==> src/rtl/o_feature_writeback_pkg.sv <==
// Shared definitions for the feature write-back engine.
// Holds the default bus geometry and the FSM state encoding used by
// o_feature_writeback and its beat FIFO.
package o_feature_writeback_pkg;

  localparam int WB_RESULT_WIDTH   = 32;
  localparam int WB_DATA_BUS_WIDTH = 128;
  localparam int WB_ADDR_WIDTH     = 16;
  localparam int WB_COUNT_WIDTH    = 8;
  localparam int WB_FIFO_DEPTH     = 4;
  localparam int WB_LANES          = WB_DATA_BUS_WIDTH / WB_RESULT_WIDTH;

  typedef enum logic [1:0] {
    ST_IDLE  = 2'd0,
    ST_RUN   = 2'd1,
    ST_DRAIN = 2'd2,
    ST_DONE  = 2'd3
  } wb_state_e;

endpackage

==> src/rtl/wb_beat_fifo.sv <==
// wb_beat_fifo: synchronous FIFO of packed write beats.
// Latency: a pushed entry is visible at the head the cycle after the push.
// Backpressure: push ignored when full, pop ignored when empty; no pass-through.
// Ports: push_vld/push_dat write side, pop_rdy consumes head_dat, full/empty/count status.
module wb_beat_fifo
  import o_feature_writeback_pkg::*;
#(
  parameter int WIDTH = WB_DATA_BUS_WIDTH,
  parameter int DEPTH = WB_FIFO_DEPTH
) (
  input  logic                     clk,
  input  logic                     rst,
  input  logic                     push_vld,
  input  logic [WIDTH-1:0]         push_dat,
  input  logic                     pop_rdy,
  output logic [WIDTH-1:0]         head_dat,
  output logic                     full,
  output logic                     empty,
  output logic [$clog2(DEPTH):0]   count
);

  localparam int PTR_W = $clog2(DEPTH);
  localparam int CNT_W = PTR_W + 1;

  logic [WIDTH-1:0] mem_q [DEPTH];
  logic [WIDTH-1:0] mem_d [DEPTH];
  logic [PTR_W-1:0] wr_ptr_q, wr_ptr_d;
  logic [PTR_W-1:0] rd_ptr_q, rd_ptr_d;
  logic [CNT_W-1:0] cnt_q, cnt_d;
  logic             do_push, do_pop;

  assign full     = (cnt_q == CNT_W'(DEPTH));
  assign empty    = (cnt_q == '0);
  assign count    = cnt_q;
  assign head_dat = mem_q[rd_ptr_q];

  // Full/empty come from the registered count, so a pop never makes room
  // for a push in the same cycle.
  assign do_push = push_vld && !full;
  assign do_pop  = pop_rdy && !empty;

  always_comb begin
    mem_d    = mem_q;
    wr_ptr_d = wr_ptr_q;
    rd_ptr_d = rd_ptr_q;
    cnt_d    = cnt_q;
    if (do_push) begin
      mem_d[wr_ptr_q] = push_dat;
      wr_ptr_d        = wr_ptr_q + PTR_W'(1);
    end
    if (do_pop) begin
      rd_ptr_d = rd_ptr_q + PTR_W'(1);
    end
    case ({do_push, do_pop})
      2'b10:   cnt_d = cnt_q + CNT_W'(1);
      2'b01:   cnt_d = cnt_q - CNT_W'(1);
      default: cnt_d = cnt_q;
    endcase
  end

  always_ff @(posedge clk or negedge rst) begin
    if (!rst) begin
      for (int i = 0; i < DEPTH; i++) begin
        mem_q[i] <= '0;
      end
      wr_ptr_q <= '0;
      rd_ptr_q <= '0;
      cnt_q    <= '0;
    end else begin
      mem_q    <= mem_d;
      wr_ptr_q <= wr_ptr_d;
      rd_ptr_q <= rd_ptr_d;
      cnt_q    <= cnt_d;
    end
  end

endmodule

==> src/rtl/o_feature_writeback.sv <==
// o_feature_writeback: packs scaled result words into bus beats and writes them to feature memory.
// Latency: beat pushed the cycle after its last word; offered on the write bus the cycle after the push.
// Backpressure: i_wr_ready low holds data/address; a full beat FIFO drops feature_ready.
// Ports: wb_enable/wb_dst_addr/wb_count command; feature_valid/scaled_feature/feature_ready input words;
//        o_data_bus_port/o_feature_addr/o_feature_wr_en/i_wr_ready write bus; wb_busy/wb_done status.
// Build option: define WB_RELU_EN to write negative words as zero.
module o_feature_writeback
  import o_feature_writeback_pkg::*;
#(
  parameter int RESULT_WIDTH   = WB_RESULT_WIDTH,
  parameter int DATA_BUS_WIDTH = WB_DATA_BUS_WIDTH,
  parameter int ADDR_WIDTH     = WB_ADDR_WIDTH,
  parameter int COUNT_WIDTH    = WB_COUNT_WIDTH,
  parameter int FIFO_DEPTH     = WB_FIFO_DEPTH
) (
  input  logic                      clk,
  input  logic                      rst,
  input  logic                      wb_enable,
  input  logic [ADDR_WIDTH-1:0]     wb_dst_addr,
  input  logic [COUNT_WIDTH-1:0]    wb_count,
  input  logic                      feature_valid,
  input  logic [RESULT_WIDTH-1:0]   scaled_feature,
  output logic                      feature_ready,
  output logic [DATA_BUS_WIDTH-1:0] o_data_bus_port,
  output logic [ADDR_WIDTH-1:0]     o_feature_addr,
  output logic                      o_feature_wr_en,
  input  logic                      i_wr_ready,
  output logic                      wb_busy,
  output logic                      wb_done
);

  localparam int LANES  = DATA_BUS_WIDTH / RESULT_WIDTH;
  localparam int LANE_W = (LANES > 1) ? $clog2(LANES) : 1;
  localparam int CNT_W  = $clog2(FIFO_DEPTH) + 1;

  wb_state_e                 state_q, state_d;
  logic [LANE_W-1:0]         lane_q, lane_d;
  logic [DATA_BUS_WIDTH-1:0] beat_q, beat_d;
  logic                      push_pend_q, push_pend_d;
  logic [COUNT_WIDTH-1:0]    beats_left_q, beats_left_d;
  logic [ADDR_WIDTH-1:0]     addr_q, addr_d;
  logic                      busy_q, busy_d;
  logic                      done_q, done_d;

  logic                      fifo_full, fifo_empty, fifo_push, fifo_pop;
  logic [CNT_W-1:0]          fifo_cnt;
  logic [DATA_BUS_WIDTH-1:0] fifo_head;
  logic                      accept, last_lane;
  logic [RESULT_WIDTH-1:0]   word_in;

`ifdef WB_RELU_EN
  assign word_in = scaled_feature[RESULT_WIDTH-1] ? '0 : scaled_feature;
`else
  assign word_in = scaled_feature;
`endif

  assign feature_ready = (state_q == ST_RUN) && !fifo_full;
  assign accept        = feature_valid && feature_ready;
  assign last_lane     = (lane_q == LANE_W'(LANES - 1));
  // A completed beat waits in beat_q until the FIFO has room; while it waits
  // the FIFO is full, so feature_ready is low and the lane counter cannot move.
  assign fifo_push     = push_pend_q && !fifo_full;
  assign fifo_pop      = !fifo_empty && i_wr_ready;

  wb_beat_fifo #(
    .WIDTH (DATA_BUS_WIDTH),
    .DEPTH (FIFO_DEPTH)
  ) u_fifo (
    .clk      (clk),
    .rst      (rst),
    .push_vld (fifo_push),
    .push_dat (beat_q),
    .pop_rdy  (fifo_pop),
    .head_dat (fifo_head),
    .full     (fifo_full),
    .empty    (fifo_empty),
    .count    (fifo_cnt)
  );

  always_comb begin
    state_d      = state_q;
    lane_d       = lane_q;
    beat_d       = beat_q;
    push_pend_d  = push_pend_q;
    beats_left_d = beats_left_q;
    addr_d       = addr_q;

    if (fifo_push) begin
      push_pend_d = 1'b0;
    end

    if (accept) begin
      for (int i = 0; i < LANES; i++) begin
        if (lane_q == LANE_W'(i)) begin
          beat_d[i*RESULT_WIDTH +: RESULT_WIDTH] = word_in;
        end
      end
      if (last_lane) begin
        lane_d       = '0;
        push_pend_d  = 1'b1;
        beats_left_d = beats_left_q - COUNT_WIDTH'(1);
      end else begin
        lane_d = lane_q + LANE_W'(1);
      end
    end

    if (fifo_pop) begin
      addr_d = addr_q + ADDR_WIDTH'(1);
    end

    case (state_q)
      ST_IDLE: begin
        if (wb_enable) begin
          addr_d       = wb_dst_addr;
          lane_d       = '0;
          beats_left_d = wb_count;
          state_d      = (wb_count == '0) ? ST_DONE : ST_RUN;
        end
      end
      ST_RUN: begin
        if (accept && last_lane && (beats_left_q == COUNT_WIDTH'(1))) begin
          state_d = ST_DRAIN;
        end
      end
      ST_DRAIN: begin
        // Leave as the final beat's transfer completes, not a cycle later.
        if (!push_pend_q && (fifo_empty || ((fifo_cnt == CNT_W'(1)) && fifo_pop))) begin
          state_d = ST_DONE;
        end
      end
      ST_DONE: begin
        state_d = ST_IDLE;
      end
      default: state_d = ST_IDLE;
    endcase

    busy_d = (state_d != ST_IDLE);
    // Registered from the DONE state, so the pulse lands the cycle after DONE.
    done_d = (state_q == ST_DONE);
  end

  always_ff @(posedge clk or negedge rst) begin
    if (!rst) begin
      state_q      <= ST_IDLE;
      lane_q       <= '0;
      beat_q       <= '0;
      push_pend_q  <= 1'b0;
      beats_left_q <= '0;
      addr_q       <= '0;
      busy_q       <= 1'b0;
      done_q       <= 1'b0;
    end else begin
      state_q      <= state_d;
      lane_q       <= lane_d;
      beat_q       <= beat_d;
      push_pend_q  <= push_pend_d;
      beats_left_q <= beats_left_d;
      addr_q       <= addr_d;
      busy_q       <= busy_d;
      done_q       <= done_d;
    end
  end

  assign o_feature_wr_en = !fifo_empty;
  assign o_data_bus_port = fifo_empty ? '0 : fifo_head;
  assign o_feature_addr  = addr_q;
  assign wb_busy         = busy_q;
  assign wb_done         = done_q;

endmodule

==> config.mk <==
export PLATFORM = sky130hd
export DESIGN_NAME = o_feature_writeback
export DESIGN_NICKNAME = d
export VERILOG_FILES = /design/src/rtl/o_feature_writeback_pkg.sv /design/src/rtl/wb_beat_fifo.sv /design/src/rtl/o_feature_writeback.sv
export SDC_FILE = /design/constraint.sdc
export NUM_CORES = 1
export LEC_CHECK = 0
export ABC_AREA = 1
export CAP_MARGIN = 20
export CORE_MARGIN = 5
export CORE_UTILIZATION = 60
export DETAILED_ROUTE_END_ITERATION = 6
export PLACE_DENSITY_LB_ADDON = 0.3
export SETUP_SLACK_MARGIN = 0.1
export SYNTH_ARGS = -nofsm -noshare
export SYNTH_HDL_FRONTEND = slang
export SYNTH_SLANG_ARGS = --single-unit
==> constraint.sdc <==
create_clock -name clk -period 5.5 [get_ports clk]
set_input_delay 1.375 -clock clk [delete_from_list [all_inputs] [get_ports clk]]
set_output_delay 1.375 -clock clk [all_outputs]
set_load 0.01 [all_outputs]
==> summary.md <==
| Metric | Value |
|---|---|
| Outcome | finished clean |
| Core area | 50200 sq um |
| Simple-gate share of the synthesized area | 16.9% |
| Worst-path fanout max | 98 |
| CP required | 4.12 ns |
| CTS root buf | clkbuf_16 |
| Die W | 235 microns |
| Top_reg_cell synth | dfrtp_1 |
| Layout Skew | ~0.027 ns |
| CTS Buffer Depth | 3 |
| Antenna violations before repair | 10 |
| # Max-Cap Violations | 0 |
| Maximum VDD drop | 408 uV |
| Final Cycle Share | 83.6% |
| Hold buffer count at CTS | 0 |
| Post-synthesis compound-gate area fraction | 17.7% |
| Row count | around 80 |
| Clock-pin slew on the worst setup and hold paths | 0.06 ns |
| Fraction of registers with async set/reset | 100% |
| Hpwl dp | between 40 and 50 mm |
| Number of port buffers | 208 |
| Placer Congestion | 0.802 |
| R2R depth | 9 |
| NumNets Final | 3692 |
| Leak pwr | about 16 nW |
| Endpoint type of the worst setup path | output pin |
| Final ANT Viol Nets | 0 |
| Power per cell area | 641 nW/um^2 |
| Fin crit period | 4.60 ns |
| Hold Path Cell Cnt | 2 |
| Fill count | about 4000 |
| Via/cell ratio | 5.65 |
| Slew headroom | 23.8% |
| EDFF count, synth | 0 |
| Num Clock Sinks | 678 |
| Worst Tran Pin Value | 1.14 ns |
| Mapped Area | 30400 sq um |
| XOR/XNOR Fraction of Synth Area | 0.346% |
| DR DRC count | 0 |
| DIE HEIGHT | roughly 240 microns |
| Largest cells by area after synthesis | dfrtp_1 (56%), nand2_1 (9.0%), o21ai_1 (7.8%) |
| Top-area cell type share of the netlist area | between 50% and 60% |
| Total GRT Usage | 28.5% |
| Num CTS Buffers | 69 |
| Worst-Skew Late Latency | 0.61 ns |
| Min-delay worst type | reg2reg |
| First-pass GRT wire length | 128 mm |
| Sequential element share of the synthesized area | 55.8% |
| Post-synth top area cell | dfrtp_1 |
| Final hold vios | 0 |
| Worst Path Arrival | roughly 3.2 ns |
| Pins Over Slew Limit | 0 |
| Area growth syn-to-layout | 12.8% |
| Yosys warns | 0 |
| Final Power | 22.0 mW |
| Largest net degree at the start of global routing | 159 |
| Die area | 55300 sq um |
| Mapped Cells | 3545 |
| I/O pin total | 209 |
| Vias in the first global route | 23700 |
| Post-synthesis net count | 3622 |
| Crit Path Class | reg2out |
| 1st-pass router iterations | 6 |
| Post_cts resized | 0 |
| Setup TNS | 0 ns |
| Initial DRC count | 2913 |
| Postcts setup bufs | 0 |
| Post-synthesis mux area share | 0% |
| CTS tree | yes |
| Register area | 17000 sq um |
| H-tree levels | 3 |
| Largest family of logic cells by synthesized area | compound AO/OA/AOI/OAI gates |
| R2r setup slk | 2.47 ns |
| Footprint of the multi-input gates | about 11000 sq um |
| Cell with the most instances after synthesis | nand2_1 |
| Setup violators final | 0 |
| Via count | between 20000 and 25000 |
| Layout cells sized above 1 | 5.30% |
| DR WL/cell | 18.4 microns |
| RSZ-0062 raised after global routing | no |
| FF+latch count, synth | 678 |
| Post-synthesis adder-cell area fraction | 0.659% |
| Overflow after GRT | 0 |
| Top cells by count, synth | nand2_1 (731), dfrtp_1 (678), nor2_1 (544) |
| Total routed wirelength | 80.0 mm |
| Top achievable clock speed | 217 MHz |
| Avg Cell Area, Syn | 8.58 sq um |
| Distinct cells, synth | 33 |
| Initial Util | 60.6% |
| Crit path launch type | flop |
[flip-flops by register name, indices dropped and copies added (netlist names)]
signal / flops
state_q: 2
u_fifo.wr_ptr_q: 2
wb_busy: 1
wb_done: 1
o_feature_addr: 16
beat_q: 128
beats_left_q: 8
u_fifo.count: 3
u_fifo.mem_q: 512
u_fifo.rd_ptr_q: 2
push_pend_q: 1
lane_q: 2
[stage by stage]
stage	util [%]	hold slack, ns	setup slack [ns]	instances	instance area, sq um
after floorplan	-	0.448	2.72	3545	30400
after global placement	63.7	0.459	1.52	4214	32000
after detailed placement	63.7	0.463	1.55	4214	32000
after CTS	68.2	0.477	0.886	4332	34200
after global routing	68.3	0.498	0.662	4337	34300
final	68.4	0.474	0.900	4341	34300
[per-layer routing]
| metal | GRT usage [%] | up-vias | routed length, microns |
|---|---|---|---|
| met2 | 44.5 | 951 | 36800 |
| met4 | 11.7 | 0 | 2780 |
| met3 | 5.71 | 154 | 6390 |
| met1 | 39.8 | 11800 | 34100 |
| li1 | - | 11600 | - |
| met5 | 0 | - | 0 |
[critical path, cell delays in order, from the launching register on]
cell and delay [ns]:
dfrtp_4 0.46, buf_4 0.85, nor2_1 0.12, nor2_1 0.11, o21ai_0 0.10, a21oi_1 0.35
clkdlybuf4s50_1 0.62
[layout by cell type, fill, tap and decap left out, types with 2 or more instances in the layout]
| master | count |
|---|---|
| buf_12 | 14 |
| ha_1 | 16 |
| inv_2 | 6 |
| nor3_1 | 6 |
| dfrtp_4 | 2 |
| bufinv_16 | 4 |
| o21ai_1 | 474 |
| o22ai_1 | 2 |
| inv_4 | 2 |
| nand3_1 | 22 |
| nand2_8 | 4 |
| nand2_1 | 731 |
| buf_4 | 19 |
| inv_6 | 7 |
| nor2_1 | 544 |
| clkbuf_8 | 16 |
| clkdlybuf4s50_1 | 207 |
| dfrtp_1 | 676 |
| clkinv_2 | 7 |
| o21ai_0 | 412 |
| nand4_1 | 7 |
| nand2_2 | 5 |
| inv_1 | 207 |
| o21ai_2 | 25 |
| clkbuf_16 | 71 |
| a31oi_1 | 2 |
| clkbuf_1 | 13 |
| xor2_1 | 6 |
| nor2_2 | 4 |
| diode_2 | 7 |
| a21oi_1 | 134 |
| xnor2_1 | 6 |
[path summary, 6_finish.rpt]
path	start	end
max reg2reg	u_fifo.count[1]	u_fifo.mem_q[64]
max	u_fifo.rd_ptr_q[0]	o_data_bus_port[12]
min reg2reg	u_fifo.mem_q[288]	u_fifo.mem_q[288]
min	u_fifo.mem_q[288]	u_fifo.mem_q[288]
min in group asynchronous	rst	u_fifo.mem_q[330]
max in group asynchronous	rst	u_fifo.mem_q[292]
[cell type report]
class	instances	area share, %
flip-flops and latches	678	49.5
multi-input cells	2409	31.7
repair buffers	241	7.32
clock buffers	100	5.97
well taps	672	2.45
inverters	216	2.39
clock inverters	18	0.628
diodes	7	0.0511
[power breakdown]
group | internal, mW | switching [mW]
sequential | 6.88 | 1.12
combinational | 3.73 | 5.55
clock | 2.77 | 1.95
total | 13.4 | 8.62
[cells by family after synthesis]
logic type,count (synthesis)
compound gates,1052
xor+xnor,12
fa+ha+maj,16
buf+inv,458
flops,678
simple gates,1329
Power figures use the tool's default switching activity.
